File: src/rtl/base_pkg.sv
// rtl/base_pkg.sv - event codes and FSM state encodings shared by the base tracker
package base_pkg;

   typedef enum logic [2:0] {
      EV_NOP0   = 3'd0,
      EV_SINGLE = 3'd1,
      EV_DOUBLE = 3'd2,
      EV_TRIPLE = 3'd3,
      EV_HOMER  = 3'd4,
      EV_WALK   = 3'd5,
      EV_OUT    = 3'd6,
      EV_NOP7   = 3'd7
   } ev_code_e;

   typedef enum logic {
      ST_PLAY  = 1'b0,
      ST_CLEAR = 1'b1
   } state_e;

endpackage

File: src/rtl/base_tracker_if.sv
// rtl/base_tracker_if.sv - event handshake between the play feed and the base tracker
interface base_tracker_if;

   logic       ev_valid;
   logic [2:0] ev_code;
   logic       ev_ready;

   modport master (output ev_valid, output ev_code, input ev_ready);
   modport slave  (input ev_valid, input ev_code, output ev_ready);

endinterface

File: src/rtl/base_advance.sv
// rtl/base_advance.sv - combinational runner advance for hits, home runs and walks
module base_advance
   import base_pkg::*;
#(
   parameter int NUM_BASES = 3
) (
   input  logic [NUM_BASES-1:0] base_in,
   input  logic [2:0]           code,
   output logic [NUM_BASES-1:0] base_out,
   output logic [2:0]           runs
);

   localparam int EW = NUM_BASES + 3;

   logic [EW-1:0] ext;
   logic [3:0]    cnt;
   logic          carry;

   always_comb begin
      ext      = '0;
      cnt      = '0;
      carry    = 1'b1;
      base_out = base_in;
      case (ev_code_e'(code))
         EV_SINGLE, EV_DOUBLE, EV_TRIPLE: begin
            // bits pushed past the last base are the runners who scored
            ext      = ({3'b000, base_in} << code) | (EW'(1) << (code - 3'd1));
            base_out = ext[NUM_BASES-1:0];
            for (int i = 0; i < 3; i++)
               cnt = cnt + {3'b000, ext[NUM_BASES+i]};
         end
         EV_HOMER: begin
            base_out = '0;
            cnt      = 4'd1;
            for (int i = 0; i < NUM_BASES; i++)
               cnt = cnt + {3'b000, base_in[i]};
         end
         EV_WALK: begin
            for (int i = 0; i < NUM_BASES; i++) begin
               base_out[i] = base_in[i] | carry;
               carry       = carry & base_in[i];
            end
            cnt = {3'b000, carry};
         end
         default: ;
      endcase
      // only a home run with seven full bases exceeds the 3-bit runs field
      runs = (cnt > 4'd7) ? 3'd7 : cnt[2:0];
   end

endmodule

File: src/rtl/base_tracker.sv
// rtl/base_tracker.sv - base occupancy, score and out tracking with half-inning clear
module base_tracker
   import base_pkg::*;
#(
   parameter int NUM_BASES       = 3,
   parameter int RUN_W           = 8,
   parameter int OUTS_PER_INNING = 3
) (
   input  logic                 clk,
   input  logic                 reset_n,
   base_tracker_if.slave        ev,
   output logic [NUM_BASES-1:0] base,
   output logic [2:0]           runs,
   output logic [RUN_W-1:0]     score,
   output logic [1:0]           outs,
   output logic                 inning_end
);

   localparam logic [1:0] LAST_OUT = 2'(OUTS_PER_INNING - 1);

   state_e               state, state_nxt;
   logic                 accept, is_out, final_out;
   logic [NUM_BASES-1:0] adv_base;
   logic [2:0]           adv_runs;
   logic [RUN_W+2:0]     sum;

   base_advance #(.NUM_BASES(NUM_BASES)) u_advance (
      .base_in  (base),
      .code     (ev.ev_code),
      .base_out (adv_base),
      .runs     (adv_runs)
   );

   always_ff @(posedge clk or negedge reset_n) begin
      if (!reset_n) state <= ST_PLAY;
      else          state <= state_nxt;
   end

   always_comb begin
      state_nxt   = state;
      ev.ev_ready = (state == ST_PLAY);
      accept      = ev.ev_valid && (state == ST_PLAY);
      is_out      = (ev_code_e'(ev.ev_code) == EV_OUT);
      final_out   = accept && is_out && (outs == LAST_OUT);
      case (state)
         ST_PLAY:  if (final_out) state_nxt = ST_CLEAR;
         ST_CLEAR: state_nxt = ST_PLAY;
         default:  state_nxt = ST_PLAY;
      endcase
   end

   assign sum = {3'b000, score} + {{RUN_W{1'b0}}, adv_runs};

   always_ff @(posedge clk or negedge reset_n) begin
      if (!reset_n) begin
         base       <= '0;
         runs       <= '0;
         score      <= '0;
         outs       <= '0;
         inning_end <= 1'b0;
      end else begin
         inning_end <= final_out;
         if (accept) begin
            runs  <= adv_runs;
            score <= (sum[RUN_W+2:RUN_W] != 3'b000) ? {RUN_W{1'b1}} : sum[RUN_W-1:0];
            if (final_out) begin
               outs <= '0;
               base <= '0;
            end else begin
               base <= adv_base;
               if (is_out) outs <= outs + 2'd1;
            end
         end
      end
   end

endmodule

File: src/flat_wrapper.sv
// flat-port wrapper written by rule: the top's interface ports become plain ports
module base_tracker_flat import base_pkg::*;
#(
   parameter int NUM_BASES       = 3,
   parameter int RUN_W           = 8,
   parameter int OUTS_PER_INNING = 3
)
  (clk, reset_n, base, runs, score, outs, inning_end, ev_ev_valid, ev_ev_code, ev_ev_ready);
  base_tracker_if ev_i ();
  input  logic clk;
  input  logic reset_n;
  output logic [NUM_BASES-1:0] base;
  output logic [2:0] runs;
  output logic [RUN_W-1:0] score;
  output logic [1:0] outs;
  output logic inning_end;
  input wire logic [$bits(ev_i.ev_valid)-1:0] ev_ev_valid;
  input wire logic [$bits(ev_i.ev_code)-1:0] ev_ev_code;
  output wire logic [$bits(ev_i.ev_ready)-1:0] ev_ev_ready;
  assign ev_i.ev_valid = ev_ev_valid;
  assign ev_i.ev_code = ev_ev_code;
  assign ev_ev_ready = ev_i.ev_ready;
  base_tracker #(.NUM_BASES(NUM_BASES), .RUN_W(RUN_W), .OUTS_PER_INNING(OUTS_PER_INNING)) u_core (.clk(clk), .reset_n(reset_n), .ev(ev_i), .base(base), .runs(runs), .score(score), .outs(outs), .inning_end(inning_end));
endmodule
File: config.mk
export PLATFORM = sky130hd
export DESIGN_NAME = base_tracker_flat
export DESIGN_NICKNAME = d
export VERILOG_FILES = /design/src/rtl/base_pkg.sv /design/src/rtl/base_tracker_if.sv /design/src/rtl/base_advance.sv /design/src/rtl/base_tracker.sv /design/src/flat_wrapper.sv
export SDC_FILE = /design/constraint.sdc
export NUM_CORES = 1
export LEC_CHECK = 0
export CAP_MARGIN = 5
export CORE_UTILIZATION = 40
export DETAILED_ROUTE_END_ITERATION = 10
export GPL_TIMING_DRIVEN = 0
export PLACE_DENSITY = 0.67
export SYNTH_ARGS = -nofsm -noshare
export SYNTH_HDL_FRONTEND = slang
export SYNTH_SLANG_ARGS = --single-unit
File: constraint.sdc
create_clock -name clk -period 3.15 [get_ports clk]
set_input_delay 0.7875 -clock clk [delete_from_list [all_inputs] [get_ports clk]]
set_output_delay 0.7875 -clock clk [all_outputs]
set_load 0.02 [all_outputs]
==> impl_metrics.env, run 1 <==
export IMPL_status="complete, but fails checks"
export IMPL_failed_checks="DRC, setup timing"
export IMPL_critPathLaunchType="input pin"
export IMPL_die_h_um=57.8
export IMPL_yosys_most_used_dff="dfrtp_1"
export IMPL_cts_hold_buf=0
export IMPL_core_um2=2850
export IMPL_vias=1109
export IMPL_ios=24
export IMPL_place_ws_ns=-1.14
export IMPL_antenna_left=0
export IMPL_placed_cells=188
export IMPL_path_class="in -> reg"
export IMPL_fin_crit_sh=1.07
export IMPL_syn_num_nets=150
export IMPL_fillers=254
export IMPL_dieArea_um2=3340
export IMPL_vias_per_cell=5.44
export IMPL_post_dp_cell_area_um2=1560
export IMPL_cts_buffers=3
export IMPL_gr_max_usage_layer="met2"
export IMPL_synth_seq_cells=18
export IMPL_worst_path_max_delay_cell="fa_2"
export IMPL_start_util=0.437
export IMPL_maxCapViolCount=0
export IMPL_syn_inst=135
export IMPL_drc=2
export IMPL_crit_required_ns=3.38
export IMPL_ir_worst_vdd_v=0.000335
export IMPL_gp_congestion=0.928
export IMPL_io_buffer_count=22
export IMPL_clk_pin_slew_ns=0.11
export IMPL_antenna_found_initial=0
export IMPL_fin_area_um2=1740
export IMPL_hp_class="reg -> reg"
export IMPL_grt_pass1_wl_mm=4.70
export IMPL_clock_power_share=0.156
export IMPL_met1_usage=0.253
export IMPL_synth_top_cell_by_area="dfrtp_1"
export IMPL_fin_crit_ns=3.38
export IMPL_pwr_share_seq=0.372
export IMPL_async_flop_share=1.00
export IMPL_yosys_warnings=0
export IMPL_path_common_cell="fa_2"
export IMPL_gr_usage_met3=0.0335
export IMPL_clock_sinks=18
export IMPL_grt_ovfl_total=0
export IMPL_chipWidth_um=57.8
export IMPL_wl_per_cell_um=14.1
export IMPL_dr_pass1_iters=7
export IMPL_power_density_nw_per_um2=540
export IMPL_synth_edf_count=0
export IMPL_clock_skew_ns=0.00249
export IMPL_worstPathArrival_ns=3.61
export IMPL_slew_headroom=0.468
export IMPL_crit_path_max_fanout=7
export IMPL_p_int_mw=0.576
export IMPL_slew_violations=0
export IMPL_netlist_top_cells_area="dfrtp_1, ha_1, mux2_2, nand2_1, o21ai_0"
export IMPL_grt_usage=0.183
export IMPL_rsz0062_at_grt="true"
export IMPL_grt_max_degree=19
export IMPL_instances_no_fill=204
export IMPL_first_global_vias=1047
export IMPL_fin_ws_ns=-0.231
export IMPL_antenna_cells=0
export IMPL_syn_area_um2=1250
export IMPL_synth_top_area_share=0.361
export IMPL_setup_viol=8
export IMPL_switching_power_mw=0.360
export IMPL_multi_input_comb_area_um2=792
export IMPL_critPathMaxStageDelay_ns=0.46
export IMPL_met2_usage=0.284
export IMPL_hold_depth=2
export IMPL_cp_cell_sequence="buf_12 > mux2_4 > nand2_2 > o31ai_1 > a21oi_1 > fa_2 > nor3_2 > a21o_1 > ha_2 > inv_2 > fa_2 > nor2b_4 > o211ai_4 > or3_4 > a21oi_2"
export IMPL_clk_latency_ns=0.29
export IMPL_reg2reg_depth=14
export IMPL_fmax_mhz=296
export IMPL_ys_seq_area_frac=0.361
export IMPL_p_leak_nw=0.762
export IMPL_regArea_um2=450
export IMPL_syn_avg_cell_area_um2=9.23
export IMPL_clockBufferDepth=2
export IMPL_root_buffer="clkbuf_4"
export IMPL_layout_drive_gt1_share=0.318
export IMPL_fin_nets=189
export IMPL_row_count=19
export IMPL_area_delta_synth_final_pct=39.3
export IMPL_dp_hpwl_mm=1.96
export IMPL_yosysUniqueCellTypes=41
export IMPL_drt_iter0_markers=33
export IMPL_hold_viol_final=0
export IMPL_switching_share=0.385
export IMPL_final_setup_tns_ns=-1.38
export IMPL_pwr_share_comb=0.473
export IMPL_cts_tree="built"
export IMPL_endpoint_kind="flop"
export IMPL_htree_levels=1
export IMPL_finalWirelength_mm=2.87
export IMPL_worst_pin_slew_ns=0.796
==> per-stage QoR <==
step / hold WS, ns / util / power (mW)
floorplan: 0.492 / - / 0.595
CTS: 0.510 / 0.583 / 0.919
finish: 0.494 / 0.608 / 0.937
detailed placement: 0.484 / 0.547 / 0.755
global route: 0.547 / 0.608 / 1.01
global placement: 0.461 / 0.547 / 0.742
==> timing repair <==
action | 4_1_cts | 5_1_grt
pin swaps | 9 | 6
setup buffers | 7 | 5
setup endpoints to repair | 8 | 8
gates resized for setup | 15 | 9
==> cells in the mapped netlist (all sizes together), types with 4 or more instances <==
cell     n
inv     13
nor3     6
o211ai   4
dfrtp   18
ha       7
o21ai   10
nand2   15
a21oi    5
buf      5
mux2     6
nor2     6
==> power by group through the flow <==
stage	clock network, mW	logic, mW	registers (mW)
floorplan	0	0.192	0.403
global placement	0	0.391	0.350
finish	0.146	0.443	0.348
CTS	0.153	0.418	0.348
global route	0.165	0.488	0.358
detailed placement	0	0.402	0.353
==> final cells by class <==
class                           count  area share
Multi-Input combinational cell     97       0.456
Sequential cell                    18       0.260
Timing Repair Buffer               34       0.179
Buffer                              7      0.0324
Inverter                           13      0.0296
Tap cell                           31      0.0224
Clock buffer                        4      0.0209
==> routing by layer <==
layer,part of all wire,vias to the layer above
met5,0,-
met4,0.013,0
met3,0.038,4
met2,0.49,25
met1,0.46,531
li1,-,549
==> kinds of logic (layout without fill, tap and decap cells) <==
kind of cell,count (synthesis),after routing,share of synthesized area
simple gates,44,44,0.192
compound gates,34,34,0.189
buf+inv,20,58,0.0703
flops,18,18,0.361
fa+ha+maj,9,9,0.102
mux,9,9,0.0783
xor+xnor,1,1,0.00703
==> sequential cells by signal, summed over array words and instances, names as in the netlist <==
signal             count
u_core.score           8
u_core.base            3
u_core.runs            3
u_core.outs            2
u_core.inning_end      1
u_core.state           1
==> layout by cell type, fill, tap and decap left out, types with 3 or more instances in the layout <==
master	synthesis	layout
o211ai_1	3	3
o21ai_0	10	7
buf_2	4	4
clkbuf_4	0	3
mux2i_1	3	3
a21oi_1	4	4
ha_1	7	5
nor2_1	6	4
buf_4	0	12
nand3_1	3	3
clkdlybuf4s50_1	0	20
mux2_2	5	3
nand2_1	15	13
a21o_1	3	3
dfrtp_1	18	18
nor3_1	6	5
inv_1	12	10
==> final timing paths <==
check	endpoint	startpoint	slack (ns)
setup reg to reg	u_core.score[5]$_DFFE_PN0P_	u_core.base[1]$_DFFE_PN0P_	-0.15
max in group asynchronous	u_core.score[7]$_DFFE_PN0P_	reset_n	1.72
hold reg to reg	u_core.runs[1]$_DFFE_PN0P_	u_core.runs[1]$_DFFE_PN0P_	0.49
setup / recovery	u_core.score[5]$_DFFE_PN0P_	ev_ev_code[0]	-0.23
min in group asynchronous	u_core.runs[2]$_DFFE_PN0P_	reset_n	0.94
hold / removal	u_core.runs[1]$_DFFE_PN0P_	u_core.runs[1]$_DFFE_PN0P_	0.49
==> worst max-delay path: cells and delay by family <==
family / cells / cell delay [ns]
fa+ha+maj: 3 / 1.01
simple gates: 4 / 0.71
compound gates: 5 / 0.61
mux: 1 / 0.31
buf+inv: 2 / 0.15
No activity file was read; power rests on OpenSTA's default activity.
==> run 2: changes to the inputs <==
HOLD_SLACK_MARGIN = 0.06   (was unset)
==> results of run 2 <==
Same layout as run 1: the final DEF is identical, and so are final timing and power.
